==> config.mk <==
export PLATFORM = sky130hd
export DESIGN_NAME = timestamp_readout_flat
export DESIGN_NICKNAME = d
export VERILOG_FILES = /design/src/rtl/timestamp_readout_if.sv /design/src/rtl/timestamp_readout.sv /design/src/flat_wrapper.sv
export SDC_FILE = /design/constraint.sdc
export NUM_CORES = 1
export LEC_CHECK = 0
export ABC_AREA = 1
export CORE_MARGIN = 10
export CORE_UTILIZATION = 46
export DETAILED_ROUTE_END_ITERATION = 7
export HOLD_SLACK_MARGIN = 0.06
export PLACE_DENSITY = 0.87
export SKIP_LAST_GASP = 1
export SYNTH_ARGS = -nofsm -noshare
export SYNTH_HDL_FRONTEND = slang
export SYNTH_SLANG_ARGS = --single-unit
==> constraint.sdc <==
create_clock -name globalClock -period 4.06 [get_ports globalClock]
set_clock_uncertainty 0.15 [all_clocks]
set_input_delay 0.406 -clock globalClock [delete_from_list [all_inputs] [get_ports globalClock]]
set_output_delay 0.406 -clock globalClock [all_outputs]
set_load 0.01 [all_outputs]
==> src/rtl/timestamp_readout_if.sv <==
// Byte stream from the timestamp readout to the USB byte FIFO.
// A byte moves on any clock edge where oTxValid and iTxReady are both high.
interface timestamp_readout_if;
    logic [7:0] oTxData;
    logic       oTxValid;
    logic       iTxReady;

    modport master (output oTxData, output oTxValid, input  iTxReady);
    modport slave  (input  oTxData, input  oTxValid, output iTxReady);
endinterface

==> src/rtl/timestamp_readout.sv <==
// Snapshots a ready timestamp register, pulses its latch reset and streams a 13-byte record.
// First byte comes pSETTLE+3 cycles after a ready edge; a stalled byte is held until iTxReady accepts it.
module timestamp_readout #(
    parameter int pSETTLE = 2,
    parameter int pPHASEW = 26
) (
    input  logic        globalClock,
    input  logic        iReset,
    input  logic [31:0] i1COUNTER,
    input  logic [31:0] i1COUNTERHi,
    input  logic [31:0] i1COUNTERPhase,
    input  logic        iRdyCOUNTER,
    input  logic [31:0] i2COUNTER,
    input  logic [31:0] i2COUNTERHi,
    input  logic [31:0] i2COUNTERPhase,
    input  logic        iRdyCOUNTER2,
    output logic        oResetLatch1,
    output logic        oResetLatch2,
    output logic        oBusy,
    output logic [6:0]  oSeq,
    timestamp_readout_if.master tx
);

    localparam int CW = (pSETTLE > 1) ? $clog2(pSETTLE) : 1;
    localparam logic [CW-1:0] SETTLE_LOAD = CW'(pSETTLE - 1);
    localparam logic [32:0]   PH_ONE      = 33'h1 << pPHASEW;
    localparam logic [31:0]   PHASE_MASK  = 32'(PH_ONE - 33'h1);
    localparam logic [3:0]    LAST_BYTE   = 4'd12;

    typedef enum logic [1:0] {IDLE, SETTLE, SEND, DRAIN} state_t;

    state_t      state_q, state_d;
    logic        rdy1_m, rdy1_s, rdy2_m, rdy2_s;
    logic        sel_q, sel_d;
    logic        last_q, last_d;
    logic [CW-1:0] cnt_q, cnt_d;
    logic [95:0] buf_q, buf_d;
    logic [3:0]  idx_q, idx_d;
    logic [6:0]  seq_q, seq_d;
    logic        rl1_q, rl1_d, rl2_q, rl2_d;
    logic [7:0]  tx_byte;
    logic        xfer;

    // Ready flags come from the counter's clock domain.
    always_ff @(posedge globalClock or posedge iReset) begin
        if (iReset) begin
            rdy1_m <= 1'b0;
            rdy1_s <= 1'b0;
            rdy2_m <= 1'b0;
            rdy2_s <= 1'b0;
        end else begin
            rdy1_m <= iRdyCOUNTER;
            rdy1_s <= rdy1_m;
            rdy2_m <= iRdyCOUNTER2;
            rdy2_s <= rdy2_m;
        end
    end

    always_ff @(posedge globalClock or posedge iReset) begin
        if (iReset) begin
            state_q <= IDLE;
            sel_q   <= 1'b0;
            last_q  <= 1'b1;
            cnt_q   <= '0;
            buf_q   <= '0;
            idx_q   <= '0;
            seq_q   <= '0;
            rl1_q   <= 1'b0;
            rl2_q   <= 1'b0;
        end else begin
            state_q <= state_d;
            sel_q   <= sel_d;
            last_q  <= last_d;
            cnt_q   <= cnt_d;
            buf_q   <= buf_d;
            idx_q   <= idx_d;
            seq_q   <= seq_d;
            rl1_q   <= rl1_d;
            rl2_q   <= rl2_d;
        end
    end

    assign xfer = (state_q == SEND) && tx.iTxReady;

    always_comb begin
        state_d = state_q;
        sel_d   = sel_q;
        last_d  = last_q;
        cnt_d   = cnt_q;
        buf_d   = buf_q;
        idx_d   = idx_q;
        seq_d   = seq_q;
        rl1_d   = rl1_q;
        rl2_d   = rl2_q;

        // Latch reset is held until the counter shows it has cleared its flag.
        if (rl1_q && !rdy1_s) rl1_d = 1'b0;
        if (rl2_q && !rdy2_s) rl2_d = 1'b0;

        case (state_q)
            IDLE: begin
                if (rdy1_s || rdy2_s) begin
                    sel_d   = (rdy1_s && rdy2_s) ? ~last_q : rdy2_s;
                    cnt_d   = SETTLE_LOAD;
                    state_d = SETTLE;
                end
            end
            SETTLE: begin
                if (cnt_q == '0) begin
                    if (sel_q) begin
                        buf_d = {i2COUNTERPhase & PHASE_MASK, i2COUNTERHi, i2COUNTER};
                        rl2_d = 1'b1;
                    end else begin
                        buf_d = {i1COUNTERPhase & PHASE_MASK, i1COUNTERHi, i1COUNTER};
                        rl1_d = 1'b1;
                    end
                    last_d  = sel_q;
                    idx_d   = '0;
                    state_d = SEND;
                end else begin
                    cnt_d = cnt_q - 1'b1;
                end
            end
            SEND: begin
                if (xfer) begin
                    if (idx_q == LAST_BYTE) begin
                        seq_d   = seq_q + 7'd1;
                        state_d = DRAIN;
                    end else begin
                        idx_d = idx_q + 4'd1;
                    end
                end
            end
            DRAIN: begin
                // Wait for a fresh latch so the same channel is never sampled twice.
                if (sel_q ? (!rl2_q && !rdy2_s) : (!rl1_q && !rdy1_s))
                    state_d = IDLE;
            end
            default: state_d = IDLE;
        endcase
    end

    always_comb begin
        tx_byte = {sel_q, seq_q};
        for (int i = 1; i < 13; i++) begin
            if (idx_q == 4'(i)) tx_byte = buf_q[(i-1)*8 +: 8];
        end
    end

    assign tx.oTxValid  = (state_q == SEND);
    assign tx.oTxData   = (state_q == SEND) ? tx_byte : 8'h00;
    assign oResetLatch1 = rl1_q;
    assign oResetLatch2 = rl2_q;
    assign oBusy        = (state_q != IDLE);
    assign oSeq         = seq_q;

    a_latch_excl: assert property (@(posedge globalClock) disable iff (iReset)
        !(oResetLatch1 && oResetLatch2));
    a_data_hold: assert property (@(posedge globalClock) disable iff (iReset)
        (tx.oTxValid && !tx.iTxReady) |=> $stable(tx.oTxData));

endmodule
==> src/flat_wrapper.sv <==
// flat-port wrapper written by rule: the top's interface ports become plain ports
module timestamp_readout_flat 
#(
    parameter int pSETTLE = 2,
    parameter int pPHASEW = 26
)
  (globalClock, iReset, i1COUNTER, i1COUNTERHi, i1COUNTERPhase, iRdyCOUNTER, i2COUNTER, i2COUNTERHi, i2COUNTERPhase, iRdyCOUNTER2, oResetLatch1, oResetLatch2, oBusy, oSeq, tx_oTxData, tx_oTxValid, tx_iTxReady);
  timestamp_readout_if tx_i ();
  input  logic globalClock;
  input  logic iReset;
  input  logic [31:0] i1COUNTER;
  input  logic [31:0] i1COUNTERHi;
  input  logic [31:0] i1COUNTERPhase;
  input  logic iRdyCOUNTER;
  input  logic [31:0] i2COUNTER;
  input  logic [31:0] i2COUNTERHi;
  input  logic [31:0] i2COUNTERPhase;
  input  logic iRdyCOUNTER2;
  output logic oResetLatch1;
  output logic oResetLatch2;
  output logic oBusy;
  output logic [6:0] oSeq;
  output wire logic [$bits(tx_i.oTxData)-1:0] tx_oTxData;
  output wire logic [$bits(tx_i.oTxValid)-1:0] tx_oTxValid;
  input wire logic [$bits(tx_i.iTxReady)-1:0] tx_iTxReady;
  assign tx_oTxData = tx_i.oTxData;
  assign tx_oTxValid = tx_i.oTxValid;
  assign tx_i.iTxReady = tx_iTxReady;
  timestamp_readout #(.pSETTLE(pSETTLE), .pPHASEW(pPHASEW)) u_core (.globalClock(globalClock), .iReset(iReset), .i1COUNTER(i1COUNTER), .i1COUNTERHi(i1COUNTERHi), .i1COUNTERPhase(i1COUNTERPhase), .iRdyCOUNTER(iRdyCOUNTER), .i2COUNTER(i2COUNTER), .i2COUNTERHi(i2COUNTERHi), .i2COUNTERPhase(i2COUNTERPhase), .iRdyCOUNTER2(iRdyCOUNTER2), .oResetLatch1(oResetLatch1), .oResetLatch2(oResetLatch2), .oBusy(oBusy), .oSeq(oSeq), .tx(tx_i));
endmodule
==> results of run 1 <==
[cells in the final DEF, fill, tap and decap left out, drive strengths merged]
cell type      count
o22ai              1
mux2i              1
clkinv             1
clkdlybuf4s50    203
bufinv             1
buf                8
dfrtp            111
o221ai             1
nand3            283
clkbuf            12
o21ai             24
xor2               5
clkinvlp           2
inv               82
xnor2              1
dfstp              1
nor3               6
o211ai            24
a21oi             13
mux2               1
ha                 9
nand4              1
nand2            208
nor2              64
[per-layer routing]
metal | track usage [%] | up-vias | routed length, µm
met1 | 26.13 | 3111 | 8775
met4 | 3.718 | 0 | 252
met3 | 6.815 | 21 | 1534
li1 | - | 3285 | -
met2 | 33.81 | 221 | 9745
met5 | 0 | - | 0
[flip-flops by register name, indices dropped and copies added, names as in the netlist]
register             count
u_core.buf_q            90
u_core.oSeq              7
u_core.idx_q             4
u_core.state_q           2
u_core.cnt_q             1
u_core.last_q            1
u_core.oResetLatch1      1
u_core.oResetLatch2      1
u_core.rdy1_m            1
u_core.rdy1_s            1
u_core.rdy2_m            1
u_core.rdy2_s            1
u_core.sel_q             1
[critical path, stage by stage, from the launching register on]
cell	delay (ps)
dfrtp_1	420
inv_1	130
ha_1	180
nand2_1	70
nor2_1	210
inv_1	260
o21ai_0	150
inv_1	50
nand2_1	90
nand2_1	60
nand2_1	70
nand2_1	60
nand2_1	60
nand2_1	40
nand2_1	100
nand2_1	80
a21oi_1	130
clkdlybuf4s50_1	560
[cell families after synthesis]
group           synth area share [%]
fa+ha+maj                      1.757
buf+inv                        8.258
simple gates                   39.14
flops                          43.75
compound gates                 5.935
xor+xnor                      0.8200
mux                           0.3319
[layout make-up]
type	instances	area share, %
Multi-Input combinational cell	642	34.96
Tap cell	180	2.550
Sequential cell	112	31.76
Inverter	82	3.513
Timing Repair Buffer	211	23.82
Clock inverter	4	0.6091
Clock buffer	12	2.790
[through the flow]
step / utilization (%) / instance area (µm²) / hold WS (ps)
floorplan: - / 6409 / 181.2
global placement: 61.92 / 8528 / 183.6
detailed placement: 61.92 / 8528 / 184.7
CTS: 64.10 / 8828 / 201.0
global route: 64.14 / 8833 / 207.7
finish: 64.14 / 8833 / 199.5
[power by group]
group | internal, W | leakage [nW] | total (W) | switching [W]
clock | 0.000498 | 0.139 | 0.000922 | 0.000424
combinational | 0.00103 | 2.48 | 0.00281 | 0.00179
sequential | 0.00162 | 1.38 | 0.00188 | 0.000266
[repair_timing]
action,4_1_cts,5_1_grt
hold buffers,0,0
gates resized for setup,0,1
setup buffers,0,0
setup endpoints to repair,0,2
[worst max-delay path by stage]
stage,start,endpoint,slack [ps],depth (start not counted)
floorplan,iReset,u_core.buf_q[0],550,1
global placement,u_core.idx_q[1],tx_oTxData[1],690,17
detailed placement,u_core.idx_q[1],tx_oTxData[4],640,15
CTS,u_core.idx_q[1],tx_oTxData[4],240,15
global route,u_core.idx_q[0],tx_oTxData[7],90,17
finish,u_core.idx_q[0],tx_oTxData[7],410,17
==> metrics.md, run 1 <==
| Metric | Value |
|---|---|
| Status | `completed` |
| Synth area leaders | `dfrtp_1 (43%), nand3_1 (22%), nand2_1 (12%), inv_1 (4.6%), nor2_1 (3.5%)` |
| RD Place Congestion | `0.8428` |
| CP Max Fanout | `15` |
| Avg Cell Area, Syn | `7.185 µm²` |
| Req. time, crit path | `3500 ps` |
| Worst-Margin Slew | `1194 ps` |
| Vias in the first global route | `6,435` |
| Antenna Cells | `0` |
| Filler cells | `1,171` |
| Cells after Synth | `892` |
| Post-synth cell types | `27` |
| Multi-input gate area | `3088 µm²` |
| Clk pin slew, worst setup/hold paths | `70 ps` |
| Setup TNS | `0 ps` |
| Period minus WS final | `3652 ps` |
| Max-slew headroom | `20.42%` |
| Syn_nets | `1,098` |
| CP Launch Type | `flop` |
| Max Cap Viol | `0` |
| Hold Path Stages | `0` |
| VDD IR-drop max | `448.4 µV` |
| Port Buf Inserts | `203` |
| DRT antenna net count | `0` |
| Worst-skew pair later-pin latency | `360 ps` |
| EDFF count, synth | `0` |
| Antenna violations before repair | `0` |
| Total CTS buffers | `9` |
| Synth top cells by count | `nand3_1 (283), nand2_1 (205), dfrtp_1 (111)` |
| Reg2reg path depth | `5` |
| Max clock buf depth | `2` |
| Final Hold Vio Count | `0` |
| Final Max Tran Viols | `0` |
| Fin cells | `1,243` |
| Flop2flop setup slack | `1770 ps` |
| Hold_sp | `u_core.rdy2_m` |
| Drt total wl | `20,310 µm` |
| RSZ-0062 raised after global routing | `no` |
| Sequential element share of the synthesized area | `43.75%` |
| Pwr Total | `0.005618 W` |
| Reg2reg end | `u_core.buf_q[32]` |
| Most common cell in the synthesized netlist | `nand3_1` |
| Gr ovfl total | `0` |
| Leading area contributor after synthesis | `dfrtp_1` |
| Vias per cell | `5.340` |
| CTS sink cnt | `112` |
| Leakage | `3.995 nW` |
| Yosys reg bits | `112` |
| Mapped cell area | `6409 µm²` |
| Hpwl dp | `14,800 µm` |
| Via count | `6,638` |
| CTS root buffer | `clkbuf_16` |
| Die area | `19,050 µm²` |
| CP endpoint kind | `output port` |
| RR Startpoint | `u_core.sel_q` |
| Async SR Flop Fraction | `100.0%` |
| PD cells | `636.0 nW/µm²` |
| Final WS setup | `408.3 ps` |
| GRT Total Usage | `20.64%` |
| Pre-CTS WS | `638.3 ps` |
| First-pass GRT wire length | `33,070 µm` |
| Register area | `2805 µm²` |
| Initial Util | `46.53%` |
| Synth warnings | `0` |
| Worst EP arrival | `3100 ps` |
| Die span in x | `138.0 µm` |
| DR DRC count | `0` |
| Hold EP | `u_core.rdy2_s` |
| Share of layout cells above drive strength 1 | `3.763%` |
| Die span in y | `138.0 µm` |
| Final setup fails | `0` |
| Drt wl/cell | `16.34 µm` |
| Core area | `13,770 µm²` |
| Worst hold path type | `reg -> reg` |
| Class of the most critical setup path | `reg -> out` |
| Post-Place Cells | `1,227` |
| Final Cycle Share | `89.94%` |
| Site row count | `43` |
| DRT Pass-1 Iters | `7` |
| Initial DRC count | `476` |
| Top_reg_cell synth | `dfrtp_1` |
| Largest net degree at the start of global routing | `206` |
| Area grow syn2layout | `37.84%` |
| H-tree levels | `3` |
| Synth top area share | `43.34%` |
| Fmax | `273.8 MHz` |
| IO Count | `216` |
| CTS tree | `yes` |
| Fin nets | `1,264` |
Note: power is estimated with default switching activity, not from simulation.
==> inputs of run 2 (changes only) <==
Settings changed: SETUP_SLACK_MARGIN from default to 0.4, SKIP_LAST_GASP 1 to default.
==> run 2 against run 1 <==
Flip-flop and latch count is the same. Register-to-register slack is essentially flat. Critical path type unchanged. Maximum frequency grew 8.0%. Die area is the same. Global-route usage is the same.
==> metrics.md, run 2 (same netlist as run 1, synthesis figures left out) <==
| Metric | Value |
|---|---|
| CP max stage delay | `540 ps (-20 ps)` |
| Initial DRC count | `464 (-2.5%)` |
| Vias in the first global route | `6,435 (unchanged)` |
| Leakage | `4.030 nW (+0.88%)` |
| First-pass GRT wire length | `33,070 µm (unchanged)` |
| CP Launch Type | `flop` |
| Worst hold path type | `reg -> reg` |
| Period minus WS final | `3382 ps (-269.5 ps)` |
| PD cells | `634.1 nW/µm² (-0.29%)` |
| CTS sink cnt | `112 (unchanged)` |
| Antenna violations before repair | `0 (unchanged)` |
| Worst-skew pair later-pin latency | `360 ps (about the same)` |
| Die span in y | `138.0 µm (unchanged)` |
| RD Place Congestion | `0.8428 (unchanged)` |
| Multi-input gate area | `3131 µm² (+1.4%)` |
| IO Count | `216 (unchanged)` |
| RSZ-0062 raised after global routing | `no` |
| GRT Total Usage | `20.64% (unchanged)` |
| Fin nets | `1,267 (+0.24%)` |
| Post-Place Cells | `1,227 (unchanged)` |
| Total CTS buffers | `9 (unchanged)` |
| Max-slew headroom | `21.11% (+0.69 points)` |
| Fin cells | `1,246 (+0.24%)` |
| Worst-Margin Slew | `1183 ps (-10.41 ps)` |
| Commonest cells after routing, fill and taps aside | `nand3_1 (283), nand2_1 (205), clkdlybuf4s50_1 (202), dfrtp_1 (109), inv_1 (75)` |
| Final Max Tran Viols | `0 (unchanged)` |
| Filler cells | `1,168 (-0.26%)` |
| Number of flip-flops in the largest register | `90 (unchanged)` |
| Site row count | `43 (unchanged)` |
| Share of layout cells above drive strength 1 | `4.784% (+1.0 points)` |
| Crit path cell chain | `inv_1 > ha_4 > inv_1 > nor2_1 > inv_1 > nand2_1 > inv_1 > nand2_1 > nand2_1 > nand2_1 > nand2_1 > nand2_1 > clkdlybuf4s50_1` |
| Drt total wl | `20,350 µm (+0.21%)` |
| Die area | `19,050 µm² (unchanged)` |
| Drt wl/cell | `16.33 µm (about the same)` |
| CTS Hold Bufs | `0 (unchanged)` |
| Vias per cell | `5.327 (-0.24%)` |
| Worst path bufs/invs | `5 (+1)` |
| Req. time, crit path | `3500 ps (about the same)` |
| Antenna Cells | `0 (unchanged)` |
| CTS tree | `yes` |
| Max clock buf depth | `2 (unchanged)` |
| Final setup fails | `0 (unchanged)` |
| H-tree levels | `3 (unchanged)` |
| Core area | `13,770 µm² (unchanged)` |
| Max Cap Viol | `0 (unchanged)` |
| Finished Core Util | `64.74% (+0.61 points)` |
| Via count | `6,638 (unchanged)` |
| Final Cycle Share | `83.31% (-6.6 points)` |
| Status | `completed` |
| Port Buf Inserts | `203 (unchanged)` |
| Most used cell, CP | `nand2_1` |
| Fmax | `295.7 MHz (+8.0%)` |
| Initial Util | `46.53% (unchanged)` |
| Clk pin slew, worst setup/hold paths | `70 ps (about the same)` |
| CP Max Fanout | `14 (-1)` |
| Gr ovfl total | `0 (unchanged)` |
| Hpwl dp | `14,800 µm (unchanged)` |
| Die span in x | `138.0 µm (unchanged)` |
| Top delay family on crit path | `buffers and inverters` |
| Slowest CP cell | `clkdlybuf4s50_1` |
| Final Hold Vio Count | `0 (unchanged)` |
| Setup TNS | `0 ps (unchanged)` |
| CTS root buffer | `clkbuf_16` |
| Class of the most critical setup path | `reg -> out` |
| Reg with most FFs | `u_core.buf_q` |
| Hold_ws | `199.5 ps (+0.01300 ps)` |
| Area grow syn2layout | `39.14%` |
| Largest net degree at the start of global routing | `206 (unchanged)` |
| Worst EP arrival | `2830 ps (-270 ps)` |
| VDD IR-drop max | `443.0 µV (-1.2%)` |
| Register area | `2806 µm² (about the same)` |
| CP endpoint kind | `output port` |
| DRT Pass-1 Iters | `5 (-2)` |
| DR DRC count | `0 (unchanged)` |
| Leading cell type in the layout, fill and taps excluded | `nand3_1` |
| DRT antenna net count | `0 (unchanged)` |
## run 2: changes by cell type in the layout (fill, tap and decap cells not counted), moves of 2 or more
cell    before  now
nor2_1      58   55
inv_1       77   75
nor2_4       4    7
buf_4        7    9
ha_1         9    7
## run 2: what timing repair did
action | CTS | global route
pin swaps | 0 | 2
gates resized for setup | 2 | 14
setup endpoints to repair | 8 | 8
buffers inserted | 0 | 3
## run 2: power breakdown
part	switching (W)	internal (W)	leakage [nW]
registers	0.000270	0.00162	1.38
clock network	0.000421	0.000498	0.139
logic	0.00180	0.00105	2.51
total	0.00249	0.00316	4.03
## run 2: per-layer routing
layer  global-route usage (%)  wire length (µm)
met4                    3.718               225
met5                        0                 0
met3                    6.815              1532
met2                    33.81              9749
met1                    26.13              8844
## run 2: worst paths after layout
path	slack, ps	endpoint	depth (start not counted)	start
min	200	u_core.rdy2_s	0	u_core.rdy2_m
min reg2reg	200	u_core.rdy2_s	0	u_core.rdy2_m
min in group asynchronous	440	u_core.buf_q[0]	2	iReset
max reg2reg	1760	u_core.buf_q[32]	5	u_core.sel_q
max in group asynchronous	2430	u_core.last_q	3	iReset
max	680	tx_oTxData[1]	13	u_core.idx_q[1]
## run 2: cell type report
| type | instances | area share, % |
|---|---|---|
| Multi-Input combinational cell | 642 | 35.11 |
| Sequential cell | 112 | 31.47 |
| Timing Repair Buffer | 214 | 24.02 |
| Inverter | 82 | 3.508 |
| Clock buffer | 12 | 2.764 |
| Tap cell | 180 | 2.526 |
| Clock inverter | 4 | 0.6033 |
## run 2: through the flow
| step | cell area [µm²] | total power [W] | setup slack (ps) |
|---|---|---|---|
| after floorplan | 6409 | 0.003747 | 546.7 |
| after global placement | 8528 | 0.004630 | 687.6 |
| after detailed placement | 8528 | 0.004689 | 638.3 |
| after CTS | 8833 | 0.005632 | 402.1 |
| after global routing | 8917 | 0.006106 | 379.9 |
| final | 8917 | 0.005654 | 677.8 |
==> inputs of run 3 (changes only) <==
Clock period 4.06 ns to 3.3 ns, I/O delays scaled along.
==> run 3 against run 2 <==
Die area did not move. Register-to-register slack lost 740 ps. Core utilization is 2.0 points higher. Power grew 28%. Non-clock buffer count increased by 13. Hold slack worse by 93 ps. Clock power grew 28%. Combinational power rose by 32%.
==> metrics.md, run 3 (same netlist as run 1, synthesis figures left out) <==
| Metric | Value |
|---|---|
| Status | `completed` |
| CP endpoint kind | `output port` |
| RD Place Congestion | `0.8633 (+2.4%)` |
| Drt total wl | `20,820 µm (+2.3%)` |
| Final setup fails | `0 (unchanged)` |
| Initial DRC count | `550 (+19%)` |
| Slowest CP cell | `dfrtp_1` |
| Critical path depth | `15 (+2)` |
| Gr ovfl total | `0 (unchanged)` |
| DRT Pass-1 Iters | `7 (+2)` |
| DR DRC count | `0 (unchanged)` |
| GRT met1 Usage | `26.14% (about the same)` |
| Reg with most FFs | `u_core.buf_q` |
| Core area | `13,770 µm² (unchanged)` |
| Most used cell, CP | `nand2_1` |
| Vias per cell | `5.332 (about the same)` |
| Reg2reg end | `u_core.buf_q[39]` |
| Final Max Tran Viols | `0 (unchanged)` |
| Req. time, crit path | `2820 ps (-680 ps)` |
| Port Buf Inserts | `203 (unchanged)` |
| CTS Hold Bufs | `0 (unchanged)` |
| Commonest cells after routing, fill and taps aside | `nand3_1 (273), clkdlybuf4s50_1 (195), nand2_1 (191), dfrtp_1 (107), inv_1 (70)` |
| Largest net degree at the start of global routing | `206 (unchanged)` |
| Hpwl dp | `14,960 µm (+1.0%)` |
| Leakage | `4.142 nW (+2.8%)` |
| Setup crit end | `tx_oTxData[7]` |
| Via count | `6,718 (+1.2%)` |
| Met3 usage | `6.164% (-0.65 points)` |
| Share of layout cells above drive strength 1 | `10.01% (+5.2 points)` |
| DRT antenna net count | `0 (unchanged)` |
| CP Max Fanout | `9 (-5)` |
| Max clock buf depth | `2 (unchanged)` |
| Crit path cell chain | `inv_2 > ha_4 > nand2_4 > o211ai_1 > nand3_1 > nand2_1 > nand2_1 > nand2_1 > nand2_1 > nand2_1 > nand2_1 > nand2_1 > nand2_1 > a21oi_1 > buf_2` |
| Max Cap Viol | `0 (unchanged)` |
| Clk pin slew, worst setup/hold paths | `80 ps (about the same)` |
| Filler cells | `1,194 (+2.2%)` |
| Die span in y | `138.0 µm (unchanged)` |
| Fmax | `355.6 MHz` |
| GRT busiest layer | `met2` |
| Period minus WS final | `2812 ps` |
| Worst-Margin Slew | `1022 ps (-161.5 ps)` |
| Class of the most critical setup path | `reg -> out` |
| Die area | `19,050 µm² (unchanged)` |
| Fin nets | `1,280 (+1.0%)` |
| CTS sink cnt | `112 (unchanged)` |
| Worst Setup SP | `u_core.idx_q[1]` |
| PD cells | `790.4 nW/µm² (+25%)` |
| Top delay family on crit path | `simple AND/OR/NAND/NOR gates` |
| First-pass GRT wire length | `33,140 µm (+0.21%)` |
| Initial Util | `46.53% (unchanged)` |
| Worst hold path type | `in -> async` |
| Antenna violations before repair | `1 (+1)` |
| Finished Core Util | `66.72% (+2.0 points)` |
| CTS tree | `yes` |
| Leading cell type in the layout, fill and taps excluded | `nand3_1` |
| CTS root buffer | `clkbuf_16` |
| Flop2flop setup slack | `1020 ps (-740 ps)` |
| Drt wl/cell | `16.52 µm (+1.2%)` |
| Die span in x | `138.0 µm (unchanged)` |
| Worst path bufs/invs | `2 (-3)` |
| RSZ-0062 raised after global routing | `yes` |
| Site row count | `43 (unchanged)` |
| Worst EP arrival | `2330 ps (-500 ps)` |
| Area grow syn2layout | `43.38%` |
| VDD IR-drop max | `390.9 µV (-12%)` |
| Final Cycle Share | `85.22%` |
| GRT Total Usage | `20.74% (+0.10 points)` |
| CP max stage delay | `410 ps (-130 ps)` |
| GRT met2 Usage | `33.71% (-0.10 points)` |
| Total CTS buffers | `9 (unchanged)` |
| Setup TNS | `0 ps (unchanged)` |
| H-tree levels | `3 (unchanged)` |
| IO Count | `216 (unchanged)` |
| CP Launch Type | `flop` |
| Number of flip-flops in the largest register | `90 (unchanged)` |
| Max-slew headroom | `31.88% (+11 points)` |
| Worst-skew pair later-pin latency | `360 ps (about the same)` |
| Vias in the first global route | `6,489 (+0.84%)` |
| Reg2reg path depth | `8 (+3)` |
| Final Hold Vio Count | `0 (unchanged)` |
| RR Startpoint | `u_core.state_q[1]` |
[run 3: cell count changes in the layout (fill, tap and decap cells not counted), sizes merged]
cell,previous run,this run
buf,11,32
clkdlybuf4s50,202,195
clkinvlp,2,4
bufinv,1,2
clkbuf,12,11
clkinv,1,0
diode,0,1
dlymetal6s2s,1,0
inv,82,81
[run 3: worst min-delay path by stage]
| stage | depth (start not counted) | end | startpoint |
|---|---|---|---|
| after floorplan | 0 | u_core.rdy1_s | u_core.rdy1_m |
| after global placement | 0 | u_core.rdy2_s | u_core.rdy2_m |
| after detailed placement | 0 | u_core.rdy2_s | u_core.rdy2_m |
| after CTS | 2 | u_core.buf_q[29] | iReset |
| after global routing | 2 | u_core.buf_q[29] | iReset |
| final | 2 | u_core.buf_q[29] | iReset |
[run 3: worst reg2reg max path: cells and delay by family (launching register included)]
kind / cells / cell delay, ps
adders and majority gates: 1 / 220
buffers and inverters: 4 / 1180
and+or+nand+nor: 3 / 290
DFF: 1 / 380
[run 3: metal layers]
| layer | vias up | wire length [µm] |
|---|---|---|
| li1 | 3318 | - |
| met1 | 3141 | 9041 |
| met2 | 231 | 9858 |
| met3 | 28 | 1559 |
| met4 | 0 | 362 |
| met5 | - | 0 |
[run 3: area by class of cell]
cell class	count	area, µm²	area share, %
Clock inverter	5	82.58	0.8987
Sequential cell	112	2809	30.57
Clock buffer	11	232.7	2.533
Inverter	82	331.6	3.608
Timing Repair Buffer	227	2237	24.35
Tap cell	180	225.2	2.451
Antenna cell	1	2.502	0.02723
Multi-Input combinational cell	642	3268	35.57
[run 3: per-stage QoR]
stage / hold WS (ps) / cell area, µm² / setup WS (ps) / total power [W] / cells
after detailed placement: 186.4 / 8577 / 187.4 / 0.005803 / 1230
after floorplan: 181.2 / 6412 / 971.3 / 0.004610 / 892
after CTS: 103.6 / 9030 / 384.5 / 0.007103 / 1252
after global routing: 123.4 / 9186 / 356.0 / 0.007838 / 1259
final: 106.4 / 9189 / 487.6 / 0.007263 / 1260
after global placement: 189.0 / 8577 / 241.4 / 0.005708 / 1230
[run 3: where the power goes]
part / internal [W] / total (W) / leakage (nW) / switching (W)
combinational: 0.00141 / 0.00375 / 2.62 / 0.00234
sequential: 0.00199 / 0.00233 / 1.38 / 0.000339
clock: 0.000667 / 0.00118 / 0.142 / 0.000515
[run 3: what timing repair did]
item	4_1_cts	5_1_grt
buffers inserted	6	6
endpoints found under the setup margin	8	8
cloned	0	1
pin swaps	3	27
gates resized for setup	47	52
